[src/rtl/alu_arb_pkg.sv]
// Shared types and constants for the ALU request arbiter: FSM state encoding,
// ALU opcodes and a constant-foldable clog2 helper.
package alu_arb_pkg;

  typedef enum logic [2:0] {
    ST_IDLE  = 3'd0,
    ST_WAKE  = 3'd1,
    ST_ISSUE = 3'd2,
    ST_WAIT  = 3'd3,
    ST_RESP  = 3'd4
  } arb_state_e;

  localparam int unsigned OP_W = 4;

  localparam logic [OP_W-1:0] OP_ADD   = 4'd0;
  localparam logic [OP_W-1:0] OP_SUB   = 4'd1;
  localparam logic [OP_W-1:0] OP_MUL   = 4'd2;
  localparam logic [OP_W-1:0] OP_DIV   = 4'd3;
  localparam logic [OP_W-1:0] OP_AND   = 4'd4;
  localparam logic [OP_W-1:0] OP_OR    = 4'd5;
  localparam logic [OP_W-1:0] OP_NAND  = 4'd6;
  localparam logic [OP_W-1:0] OP_NOR   = 4'd7;
  localparam logic [OP_W-1:0] OP_XOR   = 4'd8;
  localparam logic [OP_W-1:0] OP_XNOR  = 4'd9;
  localparam logic [OP_W-1:0] OP_CMPEQ = 4'd10;
  localparam logic [OP_W-1:0] OP_CMPGT = 4'd11;
  localparam logic [OP_W-1:0] OP_CMPLT = 4'd12;
  localparam logic [OP_W-1:0] OP_SHR   = 4'd13;
  localparam logic [OP_W-1:0] OP_SHL   = 4'd14;

  // Smallest r with 2**r >= n (0 for n <= 1).
  function automatic int unsigned clog2(input int unsigned n);
    int unsigned r;
    r = 0;
    while ((32'd1 << r) < n) r = r + 1;
    return r;
  endfunction

endpackage

[src/rtl/rr_arbiter.sv]
// Combinational round-robin pick: first asserted request at or after the
// pointer, searching cyclically. Produces one-hot grant and its index.
module rr_arbiter
  import alu_arb_pkg::*;
#(
  parameter int unsigned N   = 4,
  parameter int unsigned IDW = clog2(N)
) (
  input  logic [N-1:0]   req_i,
  input  logic [IDW-1:0] ptr_i,
  output logic [N-1:0]   gnt_o,
  output logic [IDW-1:0] idx_o,
  output logic           any_o
);

  int unsigned    pos;
  logic [IDW-1:0] pos_idx;
  logic           found;

  always_comb begin
    gnt_o   = '0;
    idx_o   = '0;
    found   = 1'b0;
    pos     = 0;
    pos_idx = '0;
    for (int unsigned k = 0; k < N; k++) begin
      pos = 32'(ptr_i) + k;
      if (pos >= N) pos = pos - N;
      pos_idx = IDW'(pos);
      if (!found && req_i[pos_idx]) begin
        found          = 1'b1;
        gnt_o[pos_idx] = 1'b1;
        idx_o          = pos_idx;
      end
    end
  end

  assign any_o = |req_i;

endmodule

[src/rtl/alu_req_arbiter.sv]
// Shares one registered ALU among NUM_REQ requesters: round-robin grant,
// single-cycle alu_en, result return with timeout, and idle clock gating.
module alu_req_arbiter
  import alu_arb_pkg::*;
#(
  parameter int unsigned NUM_REQ          = 4,
  parameter int unsigned DATA_IN_WIDTH    = 8,
  parameter int unsigned OP_CODE_WIDTH    = 4,
  parameter int unsigned GATE_IDLE_CYCLES = 4,
  parameter int unsigned TIMEOUT_CYCLES   = 8
) (
  input  logic                                CLK,
  input  logic                                RST,
  input  logic [NUM_REQ-1:0]                  req_valid,
  output logic [NUM_REQ-1:0]                  req_ready,
  input  logic [NUM_REQ*DATA_IN_WIDTH-1:0]    req_a,
  input  logic [NUM_REQ*DATA_IN_WIDTH-1:0]    req_b,
  input  logic [NUM_REQ*OP_CODE_WIDTH-1:0]    req_fun,
  output logic [NUM_REQ-1:0]                  rsp_valid,
  output logic [2*DATA_IN_WIDTH-1:0]          rsp_data,
  output logic                                rsp_err,
  output logic                                alu_en,
  output logic [DATA_IN_WIDTH-1:0]            alu_a,
  output logic [DATA_IN_WIDTH-1:0]            alu_b,
  output logic [OP_CODE_WIDTH-1:0]            alu_fun,
  input  logic [2*DATA_IN_WIDTH-1:0]          alu_out,
  input  logic                                alu_out_valid,
  output logic                                alu_clk_en
);

  localparam int unsigned DATA_OUT_WIDTH = 2 * DATA_IN_WIDTH;
  localparam int unsigned IDW            = clog2(NUM_REQ);
  localparam int unsigned GCW            = clog2(GATE_IDLE_CYCLES + 1);
  localparam int unsigned TCW            = clog2(TIMEOUT_CYCLES + 1);

  arb_state_e                state_q, state_d;
  logic [IDW-1:0]            ptr_q, ptr_d;
  logic [IDW-1:0]            gidx_q, gidx_d;
  logic [GCW-1:0]            idle_cnt_q, idle_cnt_d;
  logic [TCW-1:0]            tmo_cnt_q, tmo_cnt_d;
  logic                      clk_en_q, clk_en_d;
  logic                      alu_en_q, alu_en_d;
  logic [DATA_IN_WIDTH-1:0]  alu_a_q, alu_a_d;
  logic [DATA_IN_WIDTH-1:0]  alu_b_q, alu_b_d;
  logic [OP_CODE_WIDTH-1:0]  alu_fun_q, alu_fun_d;
  logic [NUM_REQ-1:0]        rsp_valid_q, rsp_valid_d;
  logic [DATA_OUT_WIDTH-1:0] rsp_data_q, rsp_data_d;
  logic                      rsp_err_q, rsp_err_d;

  logic [NUM_REQ-1:0]        arb_gnt;
  logic [IDW-1:0]            arb_idx;
  logic                      arb_any;
  logic                      grant_ok;

  rr_arbiter #(.N(NUM_REQ), .IDW(IDW)) u_rr (
    .req_i (req_valid),
    .ptr_i (ptr_q),
    .gnt_o (arb_gnt),
    .idx_o (arb_idx),
    .any_o (arb_any)
  );

  // Grants only while idle with the ALU clock already running.
  assign grant_ok  = (state_q == ST_IDLE) && clk_en_q && arb_any;
  assign req_ready = grant_ok ? arb_gnt : '0;

  always_comb begin
    state_d     = state_q;
    ptr_d       = ptr_q;
    gidx_d      = gidx_q;
    idle_cnt_d  = '0;
    tmo_cnt_d   = tmo_cnt_q;
    clk_en_d    = clk_en_q;
    alu_en_d    = 1'b0;
    alu_a_d     = alu_a_q;
    alu_b_d     = alu_b_q;
    alu_fun_d   = alu_fun_q;
    rsp_valid_d = '0;
    rsp_data_d  = rsp_data_q;
    rsp_err_d   = rsp_err_q;

    unique case (state_q)
      ST_IDLE: begin
        if (arb_any) begin
          if (!clk_en_q) begin
            clk_en_d = 1'b1;
            state_d  = ST_WAKE;
          end else begin
            alu_a_d   = req_a[32'(arb_idx)*DATA_IN_WIDTH +: DATA_IN_WIDTH];
            alu_b_d   = req_b[32'(arb_idx)*DATA_IN_WIDTH +: DATA_IN_WIDTH];
            alu_fun_d = req_fun[32'(arb_idx)*OP_CODE_WIDTH +: OP_CODE_WIDTH];
            gidx_d    = arb_idx;
            alu_en_d  = 1'b1;
            state_d   = ST_ISSUE;
          end
        end else begin
          // Saturating idle count; gate the ALU clock once it reaches the limit.
          idle_cnt_d = idle_cnt_q;
          if (idle_cnt_q < GCW'(GATE_IDLE_CYCLES)) idle_cnt_d = idle_cnt_q + GCW'(1);
          if (idle_cnt_q >= GCW'(GATE_IDLE_CYCLES - 1)) clk_en_d = 1'b0;
        end
      end
      ST_WAKE: state_d = ST_IDLE;
      ST_ISSUE: begin
        tmo_cnt_d = '0;
        state_d   = ST_WAIT;
      end
      ST_WAIT: begin
        if (alu_out_valid) begin
          rsp_data_d  = alu_out;
          rsp_err_d   = 1'b0;
          rsp_valid_d = NUM_REQ'(1) << gidx_q;
          state_d     = ST_RESP;
        end else if (tmo_cnt_q == TCW'(TIMEOUT_CYCLES - 1)) begin
          rsp_data_d  = '0;
          rsp_err_d   = 1'b1;
          rsp_valid_d = NUM_REQ'(1) << gidx_q;
          state_d     = ST_RESP;
        end else begin
          tmo_cnt_d = tmo_cnt_q + TCW'(1);
        end
      end
      ST_RESP: begin
        ptr_d   = (gidx_q == IDW'(NUM_REQ - 1)) ? '0 : gidx_q + IDW'(1);
        state_d = ST_IDLE;
      end
      default: state_d = ST_IDLE;
    endcase
  end

  always_ff @(posedge CLK or negedge RST) begin
    if (!RST) begin
      state_q     <= ST_IDLE;
      ptr_q       <= '0;
      gidx_q      <= '0;
      idle_cnt_q  <= '0;
      tmo_cnt_q   <= '0;
      clk_en_q    <= 1'b0;
      alu_en_q    <= 1'b0;
      alu_a_q     <= '0;
      alu_b_q     <= '0;
      alu_fun_q   <= '0;
      rsp_valid_q <= '0;
      rsp_data_q  <= '0;
      rsp_err_q   <= 1'b0;
    end else begin
      state_q     <= state_d;
      ptr_q       <= ptr_d;
      gidx_q      <= gidx_d;
      idle_cnt_q  <= idle_cnt_d;
      tmo_cnt_q   <= tmo_cnt_d;
      clk_en_q    <= clk_en_d;
      alu_en_q    <= alu_en_d;
      alu_a_q     <= alu_a_d;
      alu_b_q     <= alu_b_d;
      alu_fun_q   <= alu_fun_d;
      rsp_valid_q <= rsp_valid_d;
      rsp_data_q  <= rsp_data_d;
      rsp_err_q   <= rsp_err_d;
    end
  end

  assign rsp_valid  = rsp_valid_q;
  assign rsp_data   = rsp_data_q;
  assign rsp_err    = rsp_err_q;
  assign alu_en     = alu_en_q;
  assign alu_a      = alu_a_q;
  assign alu_b      = alu_b_q;
  assign alu_fun    = alu_fun_q;
  assign alu_clk_en = clk_en_q;

endmodule

[config.mk]
export PLATFORM = sky130hd
export DESIGN_NAME = alu_req_arbiter
export DESIGN_NICKNAME = d
export VERILOG_FILES = /design/src/rtl/alu_arb_pkg.sv /design/src/rtl/rr_arbiter.sv /design/src/rtl/alu_req_arbiter.sv
export SDC_FILE = /design/constraint.sdc
export NUM_CORES = 1
export LEC_CHECK = 0
export BUFFER_PORTS_ARGS = -buffer_cell sky130_fd_sc_hd__buf_2
export CAP_MARGIN = 20
export CORE_MARGIN = 2
export CORE_UTILIZATION = 35
export CTS_CLUSTER_DIAMETER = 50
export DETAILED_ROUTE_END_ITERATION = 7
export GPL_TIMING_DRIVEN = 0
export PLACE_DENSITY = 0.61
export SLEW_MARGIN = 20
export SYNTH_ARGS = -nofsm -noshare
export SYNTH_HDL_FRONTEND = slang
export SYNTH_SLANG_ARGS = --single-unit
export TNS_END_PERCENT = 5
[constraint.sdc]
create_clock -name CLK -period 3.5 [get_ports CLK]
set_input_delay 0.175 -clock CLK [delete_from_list [all_inputs] [get_ports CLK]]
set_output_delay 0.175 -clock CLK [all_outputs]
set_load 0.005 [all_outputs]
==> run_results.csv <==
group,metric,value,unit
run_status,outcome,"finished, final reports clean",
clocking,cts_buffers,9,
die,floorplan.die.height,103,um
global_routing,grtUsageMet2,0.280,
sta,max_freq,313,MHz
global_routing,grt_usage,0.168,
sta,fin_ws,0.308,ns
yosys,synth_edf_count,0,
yosys,avgSynthCellArea,11.0,um2
global_routing,grt_max_degree,58,
clocking,cts-root-buf,"clkbuf_8",
sta,hold_violations,0,
yosys,netlist_area,3400,um2
die,io_pins,150,
critical_path,startpoint,"ptr_q[0]",
yosys,postSynthCellCount,310,
clocking,cts_tree,"yes",
hold_path,hold_class,"in -> reg",
die,die_x,103,um
final_layout,layout.cells.most_common,"buf_2",
placed_design,dp.cells,586,
sta,finalSetupViolations,0,
sta,period_share,0.912,
critical_path,critical_path_class,"reg -> out",
global_routing,use_met1,0.217,
clocking,cts-htree-levels,3,
detailed_routing,first_pass_iters,4,
detailed_routing,wl_per_cell,14.7,um
sta,period_needed,3.19,ns
global_routing,grt_pass1_vias,2981,
power_and_ir_drop,power.total,3.77,mW
final_layout,antenna_cells,0,
sta,slew_headroom,0.515,
global_routing,grt_util_met3,0.0346,
yosys,async_flop_share,1.00,
yosys,ys_ff_latch,57,
yosys,synth_flop_cell,"dfrtp_1",
critical_path,worstPathRequired,3.32,ns
sta,fin_hold_ws,0.0509,ns
final_layout,post-route-util,0.489,
sta,fin_setup_tns,0,ns
detailed_routing,routed_wl,8910,um
run,timing.max_cap.violations,0,
sta,rsz0062_at_grt,"no",
placed_design,pre_cts_ws,0.0533,ns
final_layout,stdcell_count,604,
sta,slew_viol_final,0,
power_and_ir_drop,powerDensity,828,nW/um2
final_layout,final_area,4560,um2
placed_design,place_congestion,0.847,
hold_path,hold_start,"alu_out[10]",
critical_path,critPathArrivalTime,3.02,ns
clocking,clock_sinks,57,
detailed_routing,ant_nets,0,
global_routing,grt_busiest_layer,"met2",
sta,worst_pin_slew,0.727,ns
detailed_routing,vias_per_cell,5.04,
clocking,cts.clk_slew.worst_paths,0.08,ns
die,rows,35,
die,start_util,0.365,
final_layout,syn_to_final_growth,34.1,%
yosys,syn_nets,427,
clocking,clock_latency,0.34,ns
detailed_routing,drc_errors,0,
final_layout,drive_above_1_share,0.432,
placed_design,postPlaceCellArea,4300,um2
detailed_routing,num_vias,3045,
die,dieArea,10500,um2
placed_design,dp_hpwl,6740,um
global_routing,grt-ovfl-total,0,
power_and_ir_drop,vdd.ir_drop.worst,0.000367,V
final_layout,nNetsFinal,587,
placed_design,portBuffers,147,
die,core_area,9330,um2
yosys,yosysUniqueCellTypes,45,
power_and_ir_drop,power_leakage,2.23,nW
critical_path,r2r_start,"ptr_q[0]",
clocking,cts_buffer_depth,2,
detailed_routing,drtIter0Drc,118,
critical_path,crit_fanout,10,
sta,fin_skew,0.0106,ns
global_routing,grt_pass1_wl,13900,um
critical_path,setup.worst_path.start_class,"flip-flop",
critical_path,end_kind,"output port",
yosys,yosysWarnings,0,
final_layout,final_cell_mix,"buf_2 (150), dfrtp_1 (57), mux2i_1 (44), nand2_1 (27)",
yosys,seq_area_frac_synth,0.419,
global_routing,antenna_found_initial,0,
synthesized netlist by cell type, drive strengths merged (2+ instances only):
cell type   n  area (um2)
or2         5        31.3
nor2b       7        51.3
a211oi      4        35.0
a221oi      4        35.0
o31ai       2        15.0
a211o       2        17.5
nand3       2        10.0
mux4        3        67.6
nor3b       4        30.0
and2        3        18.8
a21oi       4        20.0
buf        14         105
nor3        4        25.0
nand2      27         101
inv         8        30.0
mux2i      44         440
or3         2        12.5
o221ai     19         229
ha         14         175
a31oi       3        18.8
nor2       21        78.8
nand2b      2        12.5
clkbuf      8        30.0
a22oi       4        30.0
dfrtp      57        1430
a22o       21         184
o21ai      11        73.8
mux2        3        33.8
path summary, 6_finish.rpt:
kind / endpoint / slack [ns] / cells past startpoint
setup / recovery: req_ready[1] / 0.31 / 12
hold / removal: rsp_data[10] / 0.05 / 2
setup reg to reg: alu_a[3] / 0.33 / 12
hold reg to reg: alu_a[5] / 0.49 / 2
max in group asynchronous: alu_fun[2] / 2.57 / 2
min in group asynchronous: rsp_data[11] / 0.43 / 2
logic make-up after synthesis:
| logic type | count (synthesis) | share of synthesized area |
|---|---|---|
| AOI/OAI and AO/OA | 75 | 0.196 |
| DFF | 57 | 0.419 |
| muxes | 50 | 0.159 |
| xor gates and xnor gates | 1 | 0.00258 |
| adders and majority gates | 14 | 0.0515 |
| buffers and inverters | 31 | 0.0497 |
| and+or+nand+nor | 82 | 0.121 |
where the power goes:
part / switching, mW / internal [mW]
Clock: 0.289 / 0.406
Sequential: 0.153 / 0.917
Combinational: 1.06 / 0.953
Total: 1.50 / 2.28
layout make-up:
type	instances	area (um2)
Clock inverter	7	103
Fill cell	899	4770
Tap cell	129	161
Multi-Input combinational cell	222	1820
Inverter	9	33.8
Buffer	22	140
Clock buffer	9	124
Sequential cell	57	1430
Timing Repair Buffer	149	756
flip-flops by register name (all words and copies together) (netlist names):
signal	count
rsp_data	16
alu_clk_en	1
rsp_valid	4
ptr_q	2
idle_cnt_q	3
rsp_err	1
alu_fun	4
gidx_q	2
tmo_cnt_q	4
alu_a	8
state_q	3
alu_b	8
alu_en	1
timing repair:
| action | 4_1_cts | 5_1_grt |
|---|---|---|
| resized for setup | 0 | 4 |
| setup endpoints to repair | 0 | 24 |
| buffers inserted | 0 | 1 |
| endpoints found under the hold margin | 57 | 0 |
| hold buffers | 1 | 0 |
critical path, stage by stage (launching register included):
cell	delay, ns
dfrtp_1	0.43
buf_4	0.21
clkbuf_4	0.23
inv_1	0.15
ha_2	0.44
mux4_2	0.44
nor2b_4	0.14
buf_6	0.13
a22oi_1	0.06
nor2_1	0.09
a221oi_1	0.06
nor2_1	0.16
buf_2	0.14
layer usage:
layer  part of all wire  vias up
met4              0.014        0
met2               0.49       90
met5                  0        -
met1               0.45     1468
met3              0.053       10
li1                   -     1477
Note: power is estimated with default switching activity, not from simulation.
